**config.mk**
```make
export PLATFORM = sky130hd
export DESIGN_NAME = trie_lookup_arbiter
export DESIGN_NICKNAME = d
export VERILOG_FILES = /design/src/rtl/trie_lookup_arbiter.sv
export SDC_FILE = /design/constraint.sdc
export NUM_CORES = 1
export LEC_CHECK = 0
export CAP_MARGIN = 5
export CORE_MARGIN = 8
export CORE_UTILIZATION = 52
export CTS_CLUSTER_DIAMETER = 50
export DETAILED_ROUTE_END_ITERATION = 10
export GPL_TIMING_DRIVEN = 0
export PLACE_DENSITY = 0.81
export SETUP_SLACK_MARGIN = 0.5
export SLEW_MARGIN = 20
export SYNTH_ARGS = -nofsm -noshare
export SYNTH_HDL_FRONTEND = slang
export SYNTH_SLANG_ARGS = --single-unit
```
**constraint.sdc**
```tcl
create_clock -name clk -period 3.77 [get_ports clk]
set_input_delay 0.754 -clock clk [delete_from_list [all_inputs] [get_ports clk]]
set_output_delay 0.754 -clock clk [all_outputs]
set_load 0.01 [all_outputs]
```
**src/rtl/trie_lookup_arbiter.sv**
```systemverilog
// Round-robin front end for a shared fixed-latency trie lookup pipeline.
// Tags track each lookup's owner; credits guarantee every result has a FIFO slot.
module trie_lookup_arbiter #(
   parameter int NUM_REQ      = 4,
   parameter int PIPE_LATENCY = 9,
   parameter int FIFO_DEPTH   = 4,
   parameter int IP_W         = 32,
   parameter int NH_W         = 8
) (
   input  logic                      clk,
   input  logic                      rst,
   input  logic [NUM_REQ-1:0]        req_valid,
   input  logic [NUM_REQ*IP_W-1:0]   req_ip,
   output logic [NUM_REQ-1:0]        req_ready,
   output logic [IP_W-1:0]           trie_ip,
   input  logic [NH_W-1:0]           trie_nexthop,
   output logic [NUM_REQ-1:0]        rsp_valid,
   output logic [NUM_REQ*NH_W-1:0]   rsp_nexthop,
   input  logic [NUM_REQ-1:0]        rsp_ready,
   output logic                      busy
);

   localparam int IDX_W = $clog2(NUM_REQ);
   localparam int CNT_W = $clog2(FIFO_DEPTH + 1);
   localparam int PTR_W = $clog2(FIFO_DEPTH);
   // One extra stage so the last tag lines up with the result in the cycle it is valid.
   localparam int TAGS  = PIPE_LATENCY + 1;

   logic [CNT_W-1:0] creditQ [NUM_REQ];
   logic [CNT_W-1:0] countQ  [NUM_REQ];
   logic [PTR_W-1:0] wrPtrQ  [NUM_REQ];
   logic [PTR_W-1:0] rdPtrQ  [NUM_REQ];
   logic [NH_W-1:0]  memQ    [NUM_REQ][FIFO_DEPTH];
   logic [IDX_W-1:0] tagIdQ  [TAGS];
   logic [TAGS-1:0]  tagValidQ;
   logic [IDX_W-1:0] rrPtrQ;
   logic [IP_W-1:0]  trieIpQ;

   logic [NUM_REQ-1:0]   eligible;
   logic [2*NUM_REQ-1:0] eligRot;
   logic [NUM_REQ-1:0]   grantD;
   logic [IDX_W-1:0]     grantIdx;
   logic                 grantValid;
   logic [IDX_W:0]       candidate;
   logic [NUM_REQ-1:0]   pushVec;
   logic [NUM_REQ-1:0]   popVec;

   always_comb begin
      eligible = '0;
      pushVec  = '0;
      popVec   = '0;
      for (int i = 0; i < NUM_REQ; i++) begin
         eligible[i]  = req_valid[i] && (creditQ[i] != '0);
         rsp_valid[i] = (countQ[i] != '0);
         popVec[i]    = rsp_valid[i] && rsp_ready[i];
         pushVec[i]   = tagValidQ[TAGS-1] && (tagIdQ[TAGS-1] == IDX_W'(i));
      end
   end

   // Rotate eligibility so bit 0 is rr_ptr, then take the first set bit.
   always_comb begin
      eligRot    = {eligible, eligible} >> rrPtrQ;
      grantValid = 1'b0;
      grantIdx   = '0;
      candidate  = '0;
      grantD     = '0;
      for (int off = 0; off < NUM_REQ; off++) begin
         if (!grantValid && eligRot[off]) begin
            grantValid = 1'b1;
            candidate  = {1'b0, rrPtrQ} + (IDX_W+1)'(off);
            if (candidate >= (IDX_W+1)'(NUM_REQ)) begin
               candidate = candidate - (IDX_W+1)'(NUM_REQ);
            end
            grantIdx = candidate[IDX_W-1:0];
         end
      end
      if (!rst) begin
         grantValid = 1'b0;
      end
      if (grantValid) begin
         grantD[grantIdx] = 1'b1;
      end
   end

   assign req_ready = grantD;
   assign trie_ip   = trieIpQ;
   assign busy      = (|tagValidQ) || (|rsp_valid);

   always_ff @(posedge clk or negedge rst) begin
      if (!rst) begin
         tagValidQ <= '0;
         rrPtrQ    <= '0;
         trieIpQ   <= '0;
         for (int k = 0; k < TAGS; k++) begin
            tagIdQ[k] <= '0;
         end
      end else begin
         tagValidQ <= {tagValidQ[TAGS-2:0], grantValid};
         tagIdQ[0] <= grantIdx;
         for (int k = 1; k < TAGS; k++) begin
            tagIdQ[k] <= tagIdQ[k-1];
         end
         if (grantValid) begin
            trieIpQ <= req_ip[int'(grantIdx)*IP_W +: IP_W];
            rrPtrQ  <= (int'(grantIdx) == NUM_REQ-1) ? '0 : grantIdx + 1'b1;
         end
      end
   end

   // Credits and response FIFOs; a same-cycle grant and pop leave the credit alone.
   always_ff @(posedge clk or negedge rst) begin
      if (!rst) begin
         for (int i = 0; i < NUM_REQ; i++) begin
            creditQ[i] <= CNT_W'(FIFO_DEPTH);
            countQ[i]  <= '0;
            wrPtrQ[i]  <= '0;
            rdPtrQ[i]  <= '0;
            for (int e = 0; e < FIFO_DEPTH; e++) begin
               memQ[i][e] <= '0;
            end
         end
      end else begin
         for (int i = 0; i < NUM_REQ; i++) begin
            case ({grantD[i], popVec[i]})
               2'b10:   creditQ[i] <= creditQ[i] - 1'b1;
               2'b01:   creditQ[i] <= creditQ[i] + 1'b1;
               default: creditQ[i] <= creditQ[i];
            endcase
            case ({pushVec[i], popVec[i]})
               2'b10:   countQ[i] <= countQ[i] + 1'b1;
               2'b01:   countQ[i] <= countQ[i] - 1'b1;
               default: countQ[i] <= countQ[i];
            endcase
            if (pushVec[i]) begin
               memQ[i][wrPtrQ[i]] <= trie_nexthop;
               wrPtrQ[i]          <= wrPtrQ[i] + 1'b1;
            end
            if (popVec[i]) begin
               rdPtrQ[i] <= rdPtrQ[i] + 1'b1;
            end
         end
      end
   end

   always_comb begin
      rsp_nexthop = '0;
      for (int i = 0; i < NUM_REQ; i++) begin
         rsp_nexthop[i*NH_W +: NH_W] = memQ[i][rdPtrQ[i]];
      end
   end

   for (genvar g = 0; g < NUM_REQ; g++) begin : gPushCheck
      assert property (@(posedge clk) disable iff (!rst)
         !(pushVec[g] && (countQ[g] == CNT_W'(FIFO_DEPTH)) && !popVec[g]));
   end

endmodule
```
==> results.sh <==
export IMPL_rsz0062_at_grt="yes"
export IMPL_cp_required_ps=3020
export IMPL_fmax_mhz=308
export IMPL_ys_ff_latch=232
export IMPL_path_cells="or2_1 -> o22ai_1 -> nor3_2 -> buf_4 -> or3_4 -> inv_2 -> buf_6"
export IMPL_wl_per_cell_microns=19.9
export IMPL_path_class="flop to output pin"
export IMPL_ys_flop_type="dfrtp_1"
export IMPL_busiest_layer="met2"
export IMPL_rows=53
export IMPL_critPathSlowestCell="dfrtp_1"
export IMPL_yosys_area_top_type="dfrtp_1"
export IMPL_grt_pass1_wl_microns=43300
export IMPL_synth_cells=758
export IMPL_synth_edf_count=0
export IMPL_fin_util=0.714
export IMPL_r2r_slack_ps=730
export IMPL_drtAntennaViolNets=0
export IMPL_clockRootBuffer="clkbuf_16"
export IMPL_path_max_fanout=6
export IMPL_worstSetupEndpointType="output pin"
export IMPL_cap_violations=0
export IMPL_synth_async_reset_ratio=1.00
export IMPL_antenna_found_initial=0
export IMPL_design_die_area_sq_um=25800
export IMPL_drt_initial_drc_count=342
export IMPL_core_region_area_sq_um=20800
export IMPL_clock_sinks=232
export IMPL_ff2ff_path_depth=10
export IMPL_status="completed"
export IMPL_cp_arrival_ps=2490
export IMPL_fin_skew_ps=17.0
export IMPL_final_max_slew_viol_count=0
export IMPL_vias=7110
export IMPL_ys_seq_area_frac=0.535
export IMPL_clk_path_buf_depth=3
export IMPL_layout_nets=1216
export IMPL_dpl_cell_area_sq_um=13500
export IMPL_grt_usage=0.208
export IMPL_post_route_period_util=0.861
export IMPL_hpwl_microns=19200
export IMPL_synth_cell_types=43
export IMPL_vias_per_cell=5.33
export IMPL_hp_class="input pin to asynchronous set/reset pin"
export IMPL_htree_levels=1
export IMPL_yosysWarningCount=0
export IMPL_start_kind="flop"
export IMPL_first_pass_iters=4
export IMPL_r2r_end="creditQ[10]$_DFFE_PN0P_"
export IMPL_design_area_sq_um=14800
export IMPL_peakVddDrop_uv=436
export IMPL_grt_overflow=0
export IMPL_tightest_slew_ps=897
export IMPL_reg2reg_from="rrPtrQ[1]$_DFFE_PN0P_"
export IMPL_slowest_delay_ps=480
export IMPL_fin_crit_ps=3250
export IMPL_num_antenna_cells=0
export IMPL_grt_pass1_vias=8015
export IMPL_use_met2=0.371
export IMPL_grtUsageMet3=0.0555
export IMPL_clk_latency_ps=530
export IMPL_p_per_area_nw_per_um2=885
export IMPL_cts_buffers=28
export IMPL_grt_max_degree=75
export IMPL_fp_dieW_microns=161
export IMPL_maxSlewHeadroom=0.401
export IMPL_gp_congestion=0.796
export IMPL_drc_errors=0
export IMPL_io_buffers=218
export IMPL_start_util=0.523
export IMPL_synth_area_sq_um=10900
export IMPL_drive_gt1_frac=0.301
export IMPL_syn_to_final_growth_pct=36.4
export IMPL_yosysTopAreaCellShare=0.525
export IMPL_fp_dieH_microns=161
export IMPL_power_leakage_nw=6.37
export IMPL_drt_total_wl_microns=26500
export IMPL_holdWs_ps=90.6
export IMPL_cts_tree="yes"
export IMPL_avgSynthCellArea_sq_um=14.3
export IMPL_synthTopCellsByArea="dfrtp_1 53%, mux2_2 14%, mux4_2 6.6%"
export IMPL_clk_pin_slew_ps=60
export IMPL_use_met1=0.242
export IMPL_finalHoldViolCount=0
export IMPL_io_pins=219
export IMPL_synth_nets=938
export IMPL_setup_viol=0
## cells in the final DEF (no fill, tap or decap), drive strengths merged, types with 7 or more instances in the layout
cell type	count
clkdlybuf4s50	209
fa	8
nand2	60
mux4	32
mux2i	68
xnor2	16
nor2	12
inv	36
xor2	20
and2	8
ha	26
dfrtp	228
buf	51
o221ai	32
clkinv	7
mux2	132
clkbuf	59
## flip-flops by register name, summed over array words and instances (netlist names)
name       flops
rdPtrQ         8
creditQ       12
wrPtrQ         8
memQ         128
trie_ip       32
tagValidQ     10
countQ        12
tagIdQ        20
rrPtrQ         2
## power breakdown
group / leakage (nW) / internal [mW] / switching [mW]
clock: 0.479 / 1.72 / 1.06
combinational: 3.13 / 3.37 / 2.51
sequential: 2.76 / 3.75 / 0.692
## how the worst max path moves through the flow
stage / end / cells after the start / start / slack, ps
2_1_floorplan: creditQ[5]$_DFFE_PN1P_ / 14 / req_valid[1] / 690
3_3_place_gp: req_ready[1] / 8 / rst / -9210
3_5_place_dp: req_ready[2] / 11 / req_valid[3] / -450
4_1_cts: req_ready[2] / 11 / req_valid[1] / 240
5_1_grt: req_ready[0] / 8 / creditQ[0]$_DFFE_PN0P_ / 430
6_report: req_ready[0] / 7 / rrPtrQ[1]$_DFFE_PN0P_ / 520
## stage by stage
stage	total power [mW]	setup WS (ps)	cells	setup TNS, ps
6_report	13.1	523	1333	0
5_1_grt	13.9	427	1333	0
4_1_cts	13.1	239	1316	0
3_5_place_dp	10.1	-447	1254	-1650
3_3_place_gp	9.86	-9210	1251	-2245450
2_1_floorplan	7.85	689	758	0
## final cells by class
cell class	count	area, sq um
inverter	34	128
sequential	232	5820
buffer	39	231
fill	1424	5940
clock buffer	36	802
timing repair buffer	248	2480
multi-input combinational	453	4830
clock inverter	16	189
tap	275	344
## logic make-up after synthesis
group | after synthesis | share of synthesized area
compound gates | 51 | 0.0529
xor+xnor | 36 | 0.0290
fa+ha+maj | 34 | 0.0447
buf+inv | 73 | 0.0311
flops | 232 | 0.535
mux | 232 | 0.266
simple gates | 100 | 0.0415
## critical path, delay by kind of cell, from the launching register on
kind	cells	cell delay, ps
buffers and inverters	3	340
and+or+nand+nor	3	790
DFF	1	480
AOI/OAI and AO/OA	1	360
## timing repair
action / 4_1_cts / 5_1_grt
gates resized for setup: 24 / 33
pin swaps: 5 / 9
buffers inserted: 10 / 17
setup endpoints to repair: 39 / 5
hold buffers: 0 / 0
## routing by layer
layer,share of wire,wire length (microns)
met5,0,0
met4,0.026,678
met3,0.066,1740
met2,0.52,13800
met1,0.39,10400
## Yosys cell counts (2+ instances only)
cell type and n:
mux2i_1 68, o31a_1 4, o221ai_2 22, a211oi_1 2
o221ai_1 10, dfrtp_1 228, buf_1 4, o22ai_1 2
buf_4 6, xor2_1 20, or2_1 2, mux2_2 132
and2_1 8, nand2_1 59, ha_1 26, nor3_1 5
inv_2 2, mux4_2 32, clkbuf_1 21, buf_2 3
xnor2_1 16, buf_6 5, dfstp_2 4, o21ai_0 4
or3_1 5, nor2_1 12, inv_1 32, fa_1 8
o31ai_1 2
Power figures use the tool's default switching activity.
